[config.mk]
export PLATFORM = sky130hd
export DESIGN_NAME = softreg_seq
export DESIGN_NICKNAME = d
export VERILOG_FILES = /design/src/rtl/softreg_seq.sv
export SDC_FILE = /design/constraint.sdc
export NUM_CORES = 2
export LEC_CHECK = 0
export CORE_MARGIN = 1.5
export CORE_UTILIZATION = 40
export CTS_BUF_LIST = sky130_fd_sc_hd__clkbuf_4 sky130_fd_sc_hd__clkbuf_8
export CTS_CLUSTER_DIAMETER = 30
export DETAILED_ROUTE_END_ITERATION = 7
export GPL_TIMING_DRIVEN = 0
export PLACE_DENSITY = 0.58
export SLEW_MARGIN = 15
export SYNTH_ARGS = -nofsm -noshare
export SYNTH_HDL_FRONTEND = slang
export SYNTH_SLANG_ARGS = --single-unit
[constraint.sdc]
create_clock -name clk -period 7.9 [get_ports clk]
set_input_delay 1.58 -clock clk [delete_from_list [all_inputs] [get_ports clk]]
set_output_delay 1.58 -clock clk [all_outputs]
set_load 0.02 [all_outputs]
[src/rtl/softreg_seq.sv]
// softreg_seq: replays a loadable table of SoftReg commands on start.
// Define SOFTREG_SEQ_POLL_EN to re-issue polled reads until non-zero.
module softreg_seq #(
    parameter int DEPTH   = 16,
    parameter int ADDR_W  = 32,
    parameter int DATA_W  = 64,
    parameter int GAP     = 2,
    parameter int TIMEOUT = 1024
) (
    input  logic                       clk,
    input  logic                       rst,
    input  logic                       load_valid,
    input  logic [$clog2(DEPTH)-1:0]   load_idx,
    input  logic                       load_isWrite,
    input  logic                       load_isPoll,
    input  logic [ADDR_W-1:0]          load_addr,
    input  logic [DATA_W-1:0]          load_data,
    input  logic [$clog2(DEPTH+1)-1:0] num_cmds,
    input  logic                       start,
    output logic                       softreg_req_valid,
    output logic                       softreg_req_isWrite,
    output logic [ADDR_W-1:0]          softreg_req_addr,
    output logic [DATA_W-1:0]          softreg_req_data,
    input  logic                       softreg_resp_valid,
    input  logic [DATA_W-1:0]          softreg_resp_data,
    output logic                       busy,
    output logic                       done,
    output logic                       error,
    output logic [DATA_W-1:0]          last_resp_data
);
    localparam int IW = $clog2(DEPTH);
    localparam int CW = $clog2(DEPTH + 1);
    localparam int GW = $clog2(GAP + 1);
    localparam int TW = $clog2(TIMEOUT + 1);
    localparam logic [CW-1:0] N_MAX  = CW'(DEPTH);
    localparam logic [GW-1:0] G_LAST = GW'(GAP - 1);
    localparam logic [TW-1:0] T_LAST = TW'(TIMEOUT - 1);

    typedef enum logic [2:0] {
        S_IDLE, S_ISSUE, S_WAIT, S_GAP, S_DONE
    } state_t;

    state_t state, state_d;
    logic [CW-1:0] ptr, ptr_d;
    logic [CW-1:0] n, n_d;
    logic [GW-1:0] gcnt, gcnt_d;
    logic [TW-1:0] tcnt, tcnt_d;
    logic error_d;
    logic [DATA_W-1:0] lrd_d;

    logic tbl_wr [DEPTH];
    logic [ADDR_W-1:0] tbl_addr [DEPTH];
    logic [DATA_W-1:0] tbl_data [DEPTH];

    logic [IW-1:0] idx;
    logic idle, load_en, cur_wr, cur_poll;

    assign idle    = (state == S_IDLE);
    assign load_en = idle && load_valid;
    assign idx     = ptr[IW-1:0];
    assign cur_wr  = tbl_wr[idx];

    // Table holds no reset; it is only written while idle.
    always_ff @(posedge clk) begin
        if (load_en) begin
            tbl_wr[load_idx]   <= load_isWrite;
            tbl_addr[load_idx] <= load_addr;
            tbl_data[load_idx] <= load_data;
        end
    end

`ifdef SOFTREG_SEQ_POLL_EN
    logic tbl_poll [DEPTH];

    always_ff @(posedge clk) begin
        if (load_en) begin
            tbl_poll[load_idx] <= load_isPoll;
        end
    end

    assign cur_poll = tbl_poll[idx];
`else
    logic unused_poll;

    assign unused_poll = load_isPoll;
    assign cur_poll    = 1'b0;
`endif

    always_comb begin
        state_d             = state;
        ptr_d               = ptr;
        n_d                 = n;
        gcnt_d              = gcnt;
        tcnt_d              = tcnt;
        error_d             = error;
        lrd_d               = last_resp_data;
        softreg_req_valid   = 1'b0;
        softreg_req_isWrite = 1'b0;
        softreg_req_addr    = '0;
        softreg_req_data    = '0;
        unique case (state)
            S_IDLE: begin
                if (start) begin
                    n_d     = (num_cmds > N_MAX) ? N_MAX : num_cmds;
                    error_d = 1'b0;
                    ptr_d   = '0;
                    state_d = (num_cmds == '0) ? S_DONE : S_ISSUE;
                end
            end
            S_ISSUE: begin
                softreg_req_valid   = 1'b1;
                softreg_req_isWrite = cur_wr;
                softreg_req_addr    = tbl_addr[idx];
                softreg_req_data    = tbl_data[idx];
                gcnt_d              = '0;
                tcnt_d              = '0;
                if (cur_wr) begin
                    ptr_d   = ptr + 1'b1;
                    state_d = S_GAP;
                end else begin
                    state_d = S_WAIT;
                end
            end
            S_WAIT: begin
                // A response on the last allowed cycle beats the timeout.
                if (softreg_resp_valid) begin
                    lrd_d   = softreg_resp_data;
                    state_d = S_GAP;
                    if (!(cur_poll && softreg_resp_data == '0)) begin
                        ptr_d = ptr + 1'b1;
                    end
                end else if (tcnt == T_LAST) begin
                    error_d = 1'b1;
                    state_d = S_DONE;
                end else begin
                    tcnt_d = tcnt + 1'b1;
                end
            end
            S_GAP: begin
                if (gcnt == G_LAST) begin
                    state_d = (ptr < n) ? S_ISSUE : S_DONE;
                end else begin
                    gcnt_d = gcnt + 1'b1;
                end
            end
            S_DONE: state_d = S_IDLE;
            default: state_d = S_IDLE;
        endcase
    end

    always_ff @(posedge clk or negedge rst) begin
        if (!rst) begin
            state          <= S_IDLE;
            ptr            <= '0;
            n              <= '0;
            gcnt           <= '0;
            tcnt           <= '0;
            error          <= 1'b0;
            last_resp_data <= '0;
        end else begin
            state          <= state_d;
            ptr            <= ptr_d;
            n              <= n_d;
            gcnt           <= gcnt_d;
            tcnt           <= tcnt_d;
            error          <= error_d;
            last_resp_data <= lrd_d;
        end
    end

    assign busy = !idle;
    assign done = (state == S_DONE);

endmodule

==> reports/qor.csv <==
stage;metric;value;unit
timing;Hold WS;490;ps
placed_design;dpl cells;5304;
pwr;Int Pwr;19500;uW
logic_synthesis;syn_area_per_cell;22.6;um2
critical_path;Worst EP required;6320;ps
clocking;worst skew pair latency;990;ps
critical_path;CP arrival;5100;ps
detailed_routing;DR iter-0 viols;2773;
placed_design;dpl hpwl;103000;um
clocking;Hold-fix buffers, CTS;0;
critical_path;CP startpoint kind;register;
detailed_routing;Via Count;32100;
clocking;clk sink count;1643;
hold_path;worst hold path type;register to register;
detailed_routing;Via density;5.39;
clocking;post-CTS sizing;0;
floorplan;Starting Density;40.4;%
logic_synthesis;Synth cell types;52;
floorplan;Die Footprint;161000;um2
timing;Tmin final;6680;ps
run;max-cap violation count;0;
logic_synthesis;post-synthesis instance total;2802;
hold_path;hold path start;n[1]$_DFFE_PN0P_;
placed_design;gp weighted congestion;0.743;
hold_path;Hold Path End;n[1]$_DFFE_PN0P_;
logic_synthesis;Post-Syn Area;63300;um2
critical_path;CP Cell Sequence;clkbuf_1, clkbuf_2, clkbuf_1, a211oi_1, a211oi_1, clkdlybuf4s50_1;
logic_synthesis;EDFF count, synth;1552;
logic_synthesis;synthesized flop and latch total;1643;
timing;Final Cycle Share;84.5;%
floorplan;die width;401;um
global_route;first-pass GRT wire length;237000;um
placed_design;Port-buffer cells;339;
timing;clk_skew;45.5;ps
critical_path;crit end category;output pin;
timing;Slew headroom;32.9;%
global_route;maximum number of pins on one net before global-route repair;50;
logic_synthesis;Seq/Total Area, Yosys;77.3;%
critical_path;Worst R2R End;tbl_data[1][58]$_DFFE_PP_;
clocking;Clock transition at path regs;50;ps
pwr;combinational fraction of design power;24.5;%
final_layout;Final Util;50.9;%
clocking;root buffer cell;clkbuf_8;
timing;Worst-Margin Slew;1010;ps
pwr;clock power share;38.5;%
final_layout;Post-Layout Cell Count;5961;
logic_synthesis;Warnings, synthesis;0;
detailed_routing;DRC errors left;0;
detailed_routing;DRT antenna net count;0;
timing;setup_tns;0;ps
critical_path;RR Startpoint;state[1]$_DFFE_PN0P_;
logic_synthesis;Post-synth ARST share;5.54;%
floorplan;core area;157000;um2
clocking;total CTS buffers;366;
global_route;vias in the first global route;34100;
pwr;Cell Pwr Density;341;nW/um2
timing;Final Hold Fails;0;
critical_path;Largest stage delay, worst path;760;ps
logic_synthesis;Mapped Nets;2985;
critical_path;worst-path fanout max;10;
floorplan;Rows;145;
floorplan;IO Pins;341;
global_route;Total Routing Usage GR;20.3;%
clocking;Setup Fix Bufs, Post-CTS;0;
pwr;P_sw;7660;uW
pwr;maximum vdd drop;0.145;mV
pwr;sequential share of power;37.0;%
detailed_routing;Pre-antenna DRT Iters;5;
timing;setup repair after global routing missed its margin;false;
timing;Pins Over Slew Limit;0;
global_route;initial antenna violation count;23;
timing;setup violators final;0;
clocking;TritonCTS clock tree;done;
logic_synthesis;ys flop type;edfxtp_1;
final_layout;Nets;3797;
hold_path;hold path depth;2;
detailed_routing;final WL;162000;um
clocking;H-Tree Depth;5;
critical_path;CP max-delay cell;a211oi_1;
detailed_routing;DR WL/cell;27.2;um
global_route;GRT overflow;0;
timing;FMAX;150;MHz
clocking;maximum clock insertion buffer count;4;
final_layout;share of cells above drive strength 1;32.6;%
critical_path;reg2reg path depth;9;
pwr;Leak;0.0254;uW
final_layout;Layout area overhead;25.9;%
critical_path;internal reg-to-reg setup slack;4050;ps
pwr;sw frac;28.2;%
critical_path;WS Path Type;register to output pin;
floorplan;Die Y;401;um
status;outcome;complete, no violations;
==> Yosys cell counts, drive strengths merged (3+ instances only) <==
library cell | n | share of area [%]
a211oi | 193 | 2.3
a21oi | 3 | 0.024
and2 | 97 | 0.96
buf | 95 | 1.0
clkbuf | 70 | 0.42
dfrtp | 91 | 3.6
edfxtp | 1552 | 74
ha | 7 | 0.14
inv | 9 | 0.053
mux2 | 66 | 1.2
mux2i | 101 | 1.6
mux4 | 388 | 14
nand2 | 23 | 0.14
nand2b | 8 | 0.079
nand3 | 6 | 0.047
nand4 | 8 | 0.079
nor2 | 29 | 0.17
nor3 | 7 | 0.055
o21ai | 11 | 0.10
o2bb2ai | 3 | 0.042
xor2 | 8 | 0.11
==> cell type report <==
type,instances,area [um2]
multi-input combinational,985,13600
fill,12500,77000
tap,2058,2570
timing repair buffer,444,5470
sequential,1643,48900
inverter,9,33.8
clock inverter,229,2670
clock buffer,421,5500
antenna,7,17.5
buffer,165,916
==> worst max path at each step <==
stage,startpoint,end,slack [ps],depth (start not counted)
after floorplan,load_idx[1],tbl_addr[4][0]$_DFFE_PP_,1260,2
after global placement,load_valid,tbl_data[8][57]$_DFFE_PP_,-4730,4
after detailed placement,ptr[1]$_DFFE_PN0P_,softreg_req_data[41],2180,7
after CTS,ptr[1]$_DFFE_PN0P_,softreg_req_data[41],1060,7
after global routing,ptr[3]$_DFFE_PN0P_,softreg_req_addr[24],1120,6
final,ptr[3]$_DFFE_PN0P_,softreg_req_addr[24],1220,6
==> sequential cells by signal (all words and copies together) (netlist names) <==
signal,cells
tbl_data,1024
tbl_addr,512
last_resp_data,64
tbl_wr,16
tcnt,11
n,5
ptr,5
state,3
gcnt,2
error,1
==> cells in the final DEF (no fill, tap or decap), types with 6 or more instances in the layout <==
master and n:
a211oi_1 189, and2_1 97, buf_12 51, buf_16 20, buf_2 51, buf_4 24
buf_6 21, buf_8 32, bufinv_16 57, clkbuf_1 67, clkbuf_4 47, clkbuf_8 374
clkdlybuf4s50_1 338, clkinv_1 61, clkinv_2 56, clkinv_4 12, clkinvlp_4 37, dfrtp_1 91
diode_2 7, edfxtp_1 1552, ha_1 7, inv_1 8, mux2_2 65, mux2i_1 99
mux4_2 388, nand2_1 23, nand2b_1 8, nand3_1 6, nand4_1 8, nor2_1 17
nor2_4 12, o21ai_0 10, xor2_1 8
==> stage by stage <==
stage	instance area [um2]	setup WS (ps)	total power, uW
6_report	79600	1220	27100
5_1_grt	79600	1120	28200
4_1_cts	79600	1060	27500
3_5_place_dp	71400	2180	17000
3_3_place_gp	69200	-4730	16900
2_1_floorplan	63300	1260	14400
==> worst max-delay path, delay by kind of cell, from the launching register on <==
kind	cells	cell delay [ps]
flops	1	360
buf+inv	4	2820
compound gates	2	910
==> per-layer routing <==
metal	GRT usage, %	up-vias	wire, um
met5	0	-	136
met4	5.77	20	3300
met3	5.56	239	11700
met2	32.3	1167	78300
met1	27.4	17100	68900
li1	-	13600	-
==> power by group through the flow <==
| stage | clock network, uW | registers [uW] | logic [uW] |
|---|---|---|---|
| CTS | 10700 | 10000 | 6800 |
| global route | 11100 | 10100 | 7070 |
| detailed placement | 0 | 10200 | 6780 |
| floorplan | 0 | 10400 | 3960 |
| finish | 10400 | 10000 | 6650 |
| global placement | 0 | 10300 | 6670 |
==> cell families (layout without fill, tap and decap cells) <==
| logic type | after synthesis | count (layout) | share of synthesized area [%] |
|---|---|---|---|
| adder cells (fa/ha/maj) | 7 | 7 | 0.138 |
| flip-flops | 1643 | 1643 | 77.3 |
| AND/OR/NAND/NOR | 195 | 195 | 1.74 |
| XOR/XNOR | 8 | 8 | 0.111 |
| AO/OA/AOI/OAI | 220 | 220 | 2.62 |
| multiplexers | 555 | 555 | 16.6 |
| other | 0 | 7 | 0 |
| buffers and inverters | 174 | 1268 | 1.50 |
No activity file was read; power rests on OpenSTA's default activity.
